[src/rtl/if_pkg.sv]
// Shared types and constants for the instruction-fetch stage.
// Latency: n/a (declarations only).
// Backpressure: n/a.
package if_pkg;

    // Fetch sequencer states.
    typedef enum logic [1:0] {
        IDLE    = 2'd0,
        FETCH   = 2'd1,
        DISCARD = 2'd2,
        HOLD    = 2'd3
    } fetch_state_t;

    // All-zero word injected into IF/ID on bubbles and flushes.
    localparam logic [31:0] NOP = 32'h0000_0000;

    // Sequential PC step in bytes.
    localparam int PC_INC = 4;

endpackage

[src/rtl/if_fetch_ctrl.sv]
// IF-stage sequencer: owns PC, issues imem fetches, loads the IF/ID register.
// Latency: 1 cycle from imem_ack to IF/ID valid; 1 bubble per memory wait state.
// Backpressure: stall freezes PC and IF/ID; an ack taken under stall parks in HOLD.
module if_fetch_ctrl
    import if_pkg::*;
#(
    parameter int                ADDR_W   = 10,
    parameter int                INSTR_W  = 32,
    parameter logic [ADDR_W-1:0] RESET_PC = '0
) (
    input  logic               clk,
    input  logic               reset,
    input  logic               stall,
    input  logic               branch_taken,
    input  logic [ADDR_W-1:0]  branch_address,
    input  logic               jump,
    input  logic [ADDR_W-1:0]  jump_address,
    output logic               imem_req,
    output logic [ADDR_W-1:0]  imem_addr,
    input  logic               imem_ack,
    input  logic [INSTR_W-1:0] imem_rdata,
    output logic [ADDR_W-1:0]  pc,
    output logic [INSTR_W-1:0] ifid_instr,
    output logic [ADDR_W-1:0]  ifid_pc_plus4,
    output logic               ifid_valid
);

    fetch_state_t       state, state_n;
    logic [ADDR_W-1:0]  pc_n;
    logic [INSTR_W-1:0] hold_reg, hold_n;
    logic [ADDR_W-1:0]  redir_reg, redir_n;
    logic [INSTR_W-1:0] instr_n;
    logic [ADDR_W-1:0]  pc4_n;
    logic               valid_n;

    logic               redirect;
    logic [ADDR_W-1:0]  target;
    logic [ADDR_W-1:0]  pc_plus4;

    assign redirect = jump | branch_taken;
    assign target   = jump ? jump_address : branch_address;
    assign pc_plus4 = pc + ADDR_W'(PC_INC);

    // Memory request depends on registered state only, never on ack/stall/redirect.
    assign imem_req  = (state == FETCH) || (state == DISCARD);
    assign imem_addr = pc;

    // State, PC and IF/ID registers; reset abandons any outstanding fetch.
    always_ff @(posedge clk or negedge reset) begin
        if (!reset) begin
            state         <= IDLE;
            pc            <= RESET_PC;
            hold_reg      <= '0;
            redir_reg     <= '0;
            ifid_instr    <= '0;
            ifid_pc_plus4 <= '0;
            ifid_valid    <= 1'b0;
        end else begin
            state         <= state_n;
            pc            <= pc_n;
            hold_reg      <= hold_n;
            redir_reg     <= redir_n;
            ifid_instr    <= instr_n;
            ifid_pc_plus4 <= pc4_n;
            ifid_valid    <= valid_n;
        end
    end

    // Next-state and IF/ID update; redirect beats stall, stall beats bubble.
    always_comb begin
        state_n = state;
        pc_n    = pc;
        hold_n  = hold_reg;
        redir_n = redir_reg;
        instr_n = ifid_instr;
        pc4_n   = ifid_pc_plus4;
        valid_n = ifid_valid;

        case (state)
            IDLE: begin
                state_n = FETCH;
                if (redirect) begin
                    valid_n = 1'b0;
                    instr_n = INSTR_W'(NOP);
                end
            end

            FETCH: begin
                if (imem_ack) begin
                    if (redirect) begin
                        // Fetched word is on the wrong path: drop it and refetch.
                        pc_n    = target;
                        valid_n = 1'b0;
                        instr_n = INSTR_W'(NOP);
                    end else if (stall) begin
                        // Park the word; IF/ID and PC stay frozen until release.
                        hold_n  = imem_rdata;
                        state_n = HOLD;
                    end else begin
                        instr_n = imem_rdata;
                        pc4_n   = pc_plus4;
                        valid_n = 1'b1;
                        pc_n    = pc_plus4;
                    end
                end else begin
                    if (redirect) begin
                        // Fetch still in flight: remember target, drain stale ack first.
                        redir_n = target;
                        valid_n = 1'b0;
                        instr_n = INSTR_W'(NOP);
                        state_n = DISCARD;
                    end else if (!stall) begin
                        valid_n = 1'b0;
                        instr_n = INSTR_W'(NOP);
                    end
                end
            end

            DISCARD: begin
                if (redirect) begin
                    redir_n = target;
                    valid_n = 1'b0;
                    instr_n = INSTR_W'(NOP);
                end else if (!stall) begin
                    valid_n = 1'b0;
                    instr_n = INSTR_W'(NOP);
                end
                if (imem_ack) begin
                    // Stale word is dropped; a same-cycle redirect wins over the saved one.
                    pc_n    = redirect ? target : redir_reg;
                    state_n = FETCH;
                end
            end

            HOLD: begin
                if (redirect) begin
                    pc_n    = target;
                    valid_n = 1'b0;
                    instr_n = INSTR_W'(NOP);
                    state_n = FETCH;
                end else if (!stall) begin
                    instr_n = hold_reg;
                    pc4_n   = pc_plus4;
                    valid_n = 1'b1;
                    pc_n    = pc_plus4;
                    state_n = FETCH;
                end
            end

            default: state_n = IDLE;
        endcase
    end

endmodule

[config.mk]
export PLATFORM = sky130hd
export DESIGN_NAME = if_fetch_ctrl
export DESIGN_NICKNAME = d
export VERILOG_FILES = /design/src/rtl/if_pkg.sv /design/src/rtl/if_fetch_ctrl.sv
export SDC_FILE = /design/constraint.sdc
export NUM_CORES = 1
export LEC_CHECK = 0
export BUFFER_PORTS_ARGS = -buffer_cell sky130_fd_sc_hd__buf_4
export CORE_ASPECT_RATIO = 0.8
export CORE_MARGIN = 4
export CORE_UTILIZATION = 45
export DETAILED_ROUTE_END_ITERATION = 8
export GPL_TIMING_DRIVEN = 0
export PLACE_DENSITY = 0.8
export SLEW_MARGIN = 10
export SYNTH_ARGS = -nofsm -noshare
export SYNTH_HDL_FRONTEND = slang
export SYNTH_SLANG_ARGS = --single-unit
[constraint.sdc]
create_clock -name clk -period 1.95 [get_ports clk]
set_clock_uncertainty 0.15 [all_clocks]
set_input_delay 0.39 -clock clk [delete_from_list [all_inputs] [get_ports clk]]
set_output_delay 0.39 -clock clk [all_outputs]
set_load 0.01 [all_outputs]
# == Yosys cells after proc, flatten, opt, wreduce, memory -nomap -nowiden ==
# Cells that the tools add are included.
# classes
n_addsub,1
n_eq_ne,12
muxes,37
n_bitwise,2
n_reduce_logical,11
# ops
operator,n
$mux 32,8
$pmux 32 s4,1
$mux 10,10
$pmux 10 s2,2
$pmux 10 s3,1
$mux 2,7
$ne 3x3->1 const B,4
$add 10x3->10 const B,1
$ne 2x2->1 const B,4
$pmux 2 s4,1
$mux 1,6
$reduce_and 3->1,2
$reduce_and 5->1,1
$eq 2x2->1 const B,2
$ne 4x4->1 const B,1
$pmux 1 s4,1
$reduce_and 2->1,2
$reduce_and 4->1,1
$reduce_bool 2->1,2
$reduce_bool 3->1,1
$eq 2x1->1 const B,1
$logic_not 2->1,1
$logic_or 1x1->1,1
$not 1->1,1
$or 1x1->1,1
# totals
ff_bits,97
inputBits,58
output_inout_bits,64
wordCells,70

# == Longest topological paths before layout ==
# depth
ltp_word,5
depth_mapped,9
ltp_nobuf,6

# == Worst setup path after synthesis ==
# No wires, ideal clock.
# synth_timing
path_type,register to register
from,register state[0]
to,register pc[6] (netlist: imem_addr[6])
setup_time_ns,0.121
arrival_ns,1.844
t_required_ns,1.679
slack_ns,-0.165
path_stages_with_launch,8
n_path_buf,1
synth_period_minus_slack_ns,2.115
path_cell_list,dfrtp_1 -> inv_1 -> ha_1 -> o21ba_2 -> a311oi_1 -> buf_2 -> o21ai_0 -> a22o_1
# synth_between
elab_chain_cells,3
elab_cells_between_ends,8
cone_classes,eq/ne: 5; mux: 1; reduce/logical: 2
# synth_rtl
item,line_no,text
from (decl),if_fetch_ctrl.sv:28,"fetch_state_t state, state_n;"
from (signal assigned),if_fetch_ctrl.sv:59,state <= state_n;
$eq 2x2->1 or $eq 2x1->1 (tied branches),if_fetch_ctrl.sv:79,case (state)
$ne 2x2->1 (no line) or $reduce_bool 3->1 (tied branches),--,
$reduce_and 3->1 (no line),--,
to (signal assigned),if_fetch_ctrl.sv:60,pc <= pc_n;
to (decl),if_fetch_ctrl.sv:22,"output logic [ADDR_W-1:0] pc,"
# Several ways; a longest one is shown, not always the timed one.
# A chain may end at the register's enable or synchronous reset.

# == Worst setup path in the final report ==
# layout_timing
from,register state[0]
to,register ifid_instr[8]
# layout_between
elab_chain_cells,3
elab_cells_between_ends,9
cone_classes,eq/ne: 6; mux: 1; reduce/logical: 2
# layout_rtl
item,line_no,text
"$eq 2x1->1, or another cell as far along",if_fetch_ctrl.sv:79,
"$ne 4x4->1 (no line), or another cell as far along",--,
$reduce_and 3->1 (no line),--,
to (signal assigned),if_fetch_ctrl.sv:63,ifid_instr <= instr_n;
to (decl),if_fetch_ctrl.sv:23,"output logic [INSTR_W-1:0] ifid_instr,"
# Several ways; a longest one is shown, not always the timed one.

==> summary.txt <==
STA
  – FMAX: approximately 490 MHz
  – Final setup violation count: 37
  – Final Hold Vio Count: 0
  – Unrepaired setup endpoints after global routing: yes
  – Worst setup margin: -0.0968 ns
  – Measured slew at the worst slew-check pin: ~0.57 ns
  – Fin. max-slew vios: 0
  – Final worst path period share: 105%
  – Slew headroom: 61.9%
  – Minimum clock period: between 2 and 2.5 ns

Layout
  – Share of cells above drive strength 1: between 50% and 60%
  – Final Core Density: approximately two thirds
  – Layout area overhead: 45.4%
  – Layout net count: between 600 and 700
  – Antenna diodes: 0

Power and ir drop
  – Leak: ~3.2 nW
  – Switching Share: between 30% and 40%
  – Switching pwr: roughly 3.7 mW
  – PwrDens: 1460 nW/um^2
  – Sequential fraction of design power: 33.2%
  – Peak VDD IR: approximately 0.76 mV
  – Internal power: 6.54 mW
  – Clk pwr share: about a fifth
  – Combinational power share: between 40% and 50%

Synth
  – Seq/Total Area, Yosys: around 50%
  – Syn_area_per_cell: 12.1 sq um
  – Syn nets: 461
  – Xor and xnor area share after synthesis: between 1 and 1.5%
  – Yosys cell types: 39
  – Cell count after synthesis: 397
  – Post-Synthesis Cell Area: roughly 4800 sq um
  – Flops & latches, synth: 97
  – Mux share of post-synthesis cell area: 11.8%
  – Adder-Cell Fraction of Synth Area: 1.56%
  – Compound-Gate Fraction of Synth Area: 22.4%
  – Synth Area in Simple Gates: under 10%
  – Largest family of logic cells by synthesized area: compound AO/OA/AOI/OAI gates
  – Synth warn: 0

CTS
  – Longest Clk Path Bufs: 2
  – Root Driver: clkbuf_16
  – Worst-Skew Late Latency: ~0.35 ns
  – CTS tree: done
  – Worst-path clk slew: 0.08 ns
  – H-tree depth: 3
  – Clk sinks: 97
  – Total CTS buffers: 9

Route
  – Router iterations before antenna repair: 4
  – Final ANT Viol Nets: 0
  – First DRT Iteration DRCs: between 200 and 250
  – Drt via density: ~5.5
  – Vias: about 3900
  – WL/cell: 19.5 um
  – Total wire length: 13600 um
  – DRC: 0

Worst setup path
  – R2r setup slk: -0.1 ns
  – Worst EP arrival: approximately 2.2 ns
  – Slowest CP cell: or4_4
  – CP Class: reg2reg
  – Crit path cell chain: buf_6 > ha_4 > and2_4 > or4_4 > buf_12 > o2bb2ai_2
  – Highest net fanout along the worst path: 10
  – Critical path's top delay family: simple AND/OR/NAND/NOR gates
  – Reg-to-Reg Start: state[0]
  – Critical path capture point type: register
  – Worst Setup Start Kind: register
  – Worst r2r path cells: 6
  – Worst EP required: between 2 and 2.5 ns
  – Reg2reg end: ifid_instr[8]
  – Worst stage delay on the critical path: approximately 0.53 ns
  – Bufs and invs on worst path: 2

Floorplanning
  – Initial Utilization: between 40% and 50%
  – Site Rows: 33
  – IO Count: about 120
  – Die H: 101 um
  – Die footprint: between 10000 and 15000 sq um
  – Core ar.: 10400 sq um
  – Die Wd: about 120 um

Status
  – Outcome: finished with violations
  – Violated checks: negative setup slack

Min path
  – HP Start: imem_rdata[13]
  – Worst hold stages: 2
  – Worst min path class: in2reg
  – Worst Hold Path EP: hold_reg[13]

Global route
  – Busiest layer in global routing: met2
  – Total GRT Usage: between 20 and 25%
  – Initial antenna violation count: 0
  – Pin count of the biggest net entering global routing: 98
  – First-pass GRT wire length: just over 20000 um
  – M1 GR Usage: between 20% and 30%
  – Aggregate global routing overflow: 0
  – Met2 Track Usage GR: 36.6%
  – Grt met3 use: 5.50%
  – Via count of the first global-routing pass: around 4000

Placed design
  – Post-DP HPWL: between 8000 and 9000 um
  – Worst slack, placed: -0.393 ns
  – Gp weighted congestion: 0.866
  – Buffers added on ports: 120

Run
  – Max-cap violations: 0
-- power by group through the flow --
stage	clock, mW	sequential [mW]	combinational, mW
4_1_cts	1.98	3.37	4.48
5_1_grt	2.08	3.51	5.23
2_1_floorplan	0	3.39	2.42
3_3_place_gp	0	3.34	3.75
6_report	1.96	3.41	4.89
3_5_place_dp	0	3.41	3.89
-- cell type report --
cell class              instances  area [sq um]
multi-input cells             249          2460
well taps                     140           175
plain buffers                  38           345
fillers                       721          3360
flip-flops and latches         97          2430
repair buffers                150          1240
inverters                       7          26.3
clock buffers                   9           225
clock inverters                 7          98.8
-- cells in the final DEF (no fill, tap or decap), types with 4 or more instances in the layout --
cell	instances
xnor2_1	6
buf_6	13
a22o_1	5
a22oi_1	34
a21oi_1	16
ha_4	4
buf_12	4
clkbuf_16	11
nor2_1	30
buf_4	151
o2bb2ai_1	7
o2bb2ai_4	8
mux2_4	21
nand2_1	7
mux2_2	18
o2bb2ai_2	22
inv_1	5
nor2b_1	8
mux2i_1	13
o21ai_0	7
dfrtp_1	96
clkbuf_2	5
-- cell families after synthesis --
| family | Yosys count |
|---|---|
| buffers and inverters | 51 |
| AO/OA/AOI/OAI | 119 |
| XOR/XNOR | 6 |
| AND/OR/NAND/NOR | 66 |
| flip-flops | 97 |
| adder cells (fa/ha/maj) | 6 |
| multiplexers | 52 |
-- synth_stat cells (all sizes together) --
cell type,count,share of area [%]
nand4,1,0.13
nor2,30,2.3
a211oi,2,0.31
or3,1,0.13
mux2,39,9.1
a2111oi,1,0.18
mux2i,13,2.7
a311oi,1,0.18
xnor2,6,1.1
or4,1,0.23
buf,27,4.2
a22oi,34,5.3
nor3,4,0.62
nand3,3,0.31
ha,6,1.6
o21bai,1,0.16
o21ba,1,0.21
o22ai,1,0.13
inv,7,0.55
nor2b,10,1.3
and2,2,0.26
a22o,5,0.91
o31ai,1,0.16
dfrtp,97,50
a31oi,2,0.26
clkbuf,17,1.3
a21oi,16,1.7
nand2,8,0.62
or2,1,0.13
nand2b,2,0.26
a221oi,5,0.91
and3,3,0.39
o2bb2ai,37,11
o221a,1,0.23
o21ai,11,1.1
-- worst max-delay path by stage --
stage / depth (start not counted) / start / end
finish: 6 / state[0] / ifid_instr[8]
global route: 6 / state[0] / ifid_instr[19]
CTS: 6 / state[0] / ifid_instr[9]
detailed placement: 8 / state[1] / ifid_instr[21]
global placement: 8 / state[1] / ifid_valid
floorplan: 7 / state[0] / ifid_instr[0]
-- per-stage QoR --
stage          hold slack, ns  cells  cell area [sq um]  power, mW  TNS, ns
5_1_grt                 0.116    697               7010       10.8    -4.88
6_report                0.131    697               7010       10.3    -2.42
3_3_place_gp            0.326    657               5960       7.09   -20.53
2_1_floorplan         -0.0556    397               4890       5.82   -0.355
3_5_place_dp            0.334    657               5960       7.29   -24.51
4_1_cts                 0.123    690               6680       9.83    -1.55
-- timing repair --
action                                  4_1_cts  5_1_grt
hold endpoints to repair                      0       10
endpoints found under the setup margin       94       88
gates resized for setup                      55       52
cloned                                        3        2
hold buffers                                  0        1
pin swaps                                     4        2
setup buffers                                20        4
-- layer usage --
metal / up-vias / share of wire, %
met5: - / 0
li1: 1762 / -
met1: 1965 / 42
met4: 0 / 1.8
met2: 107 / 51
met3: 23 / 4.9
Note: power is estimated with default switching activity, not from simulation.
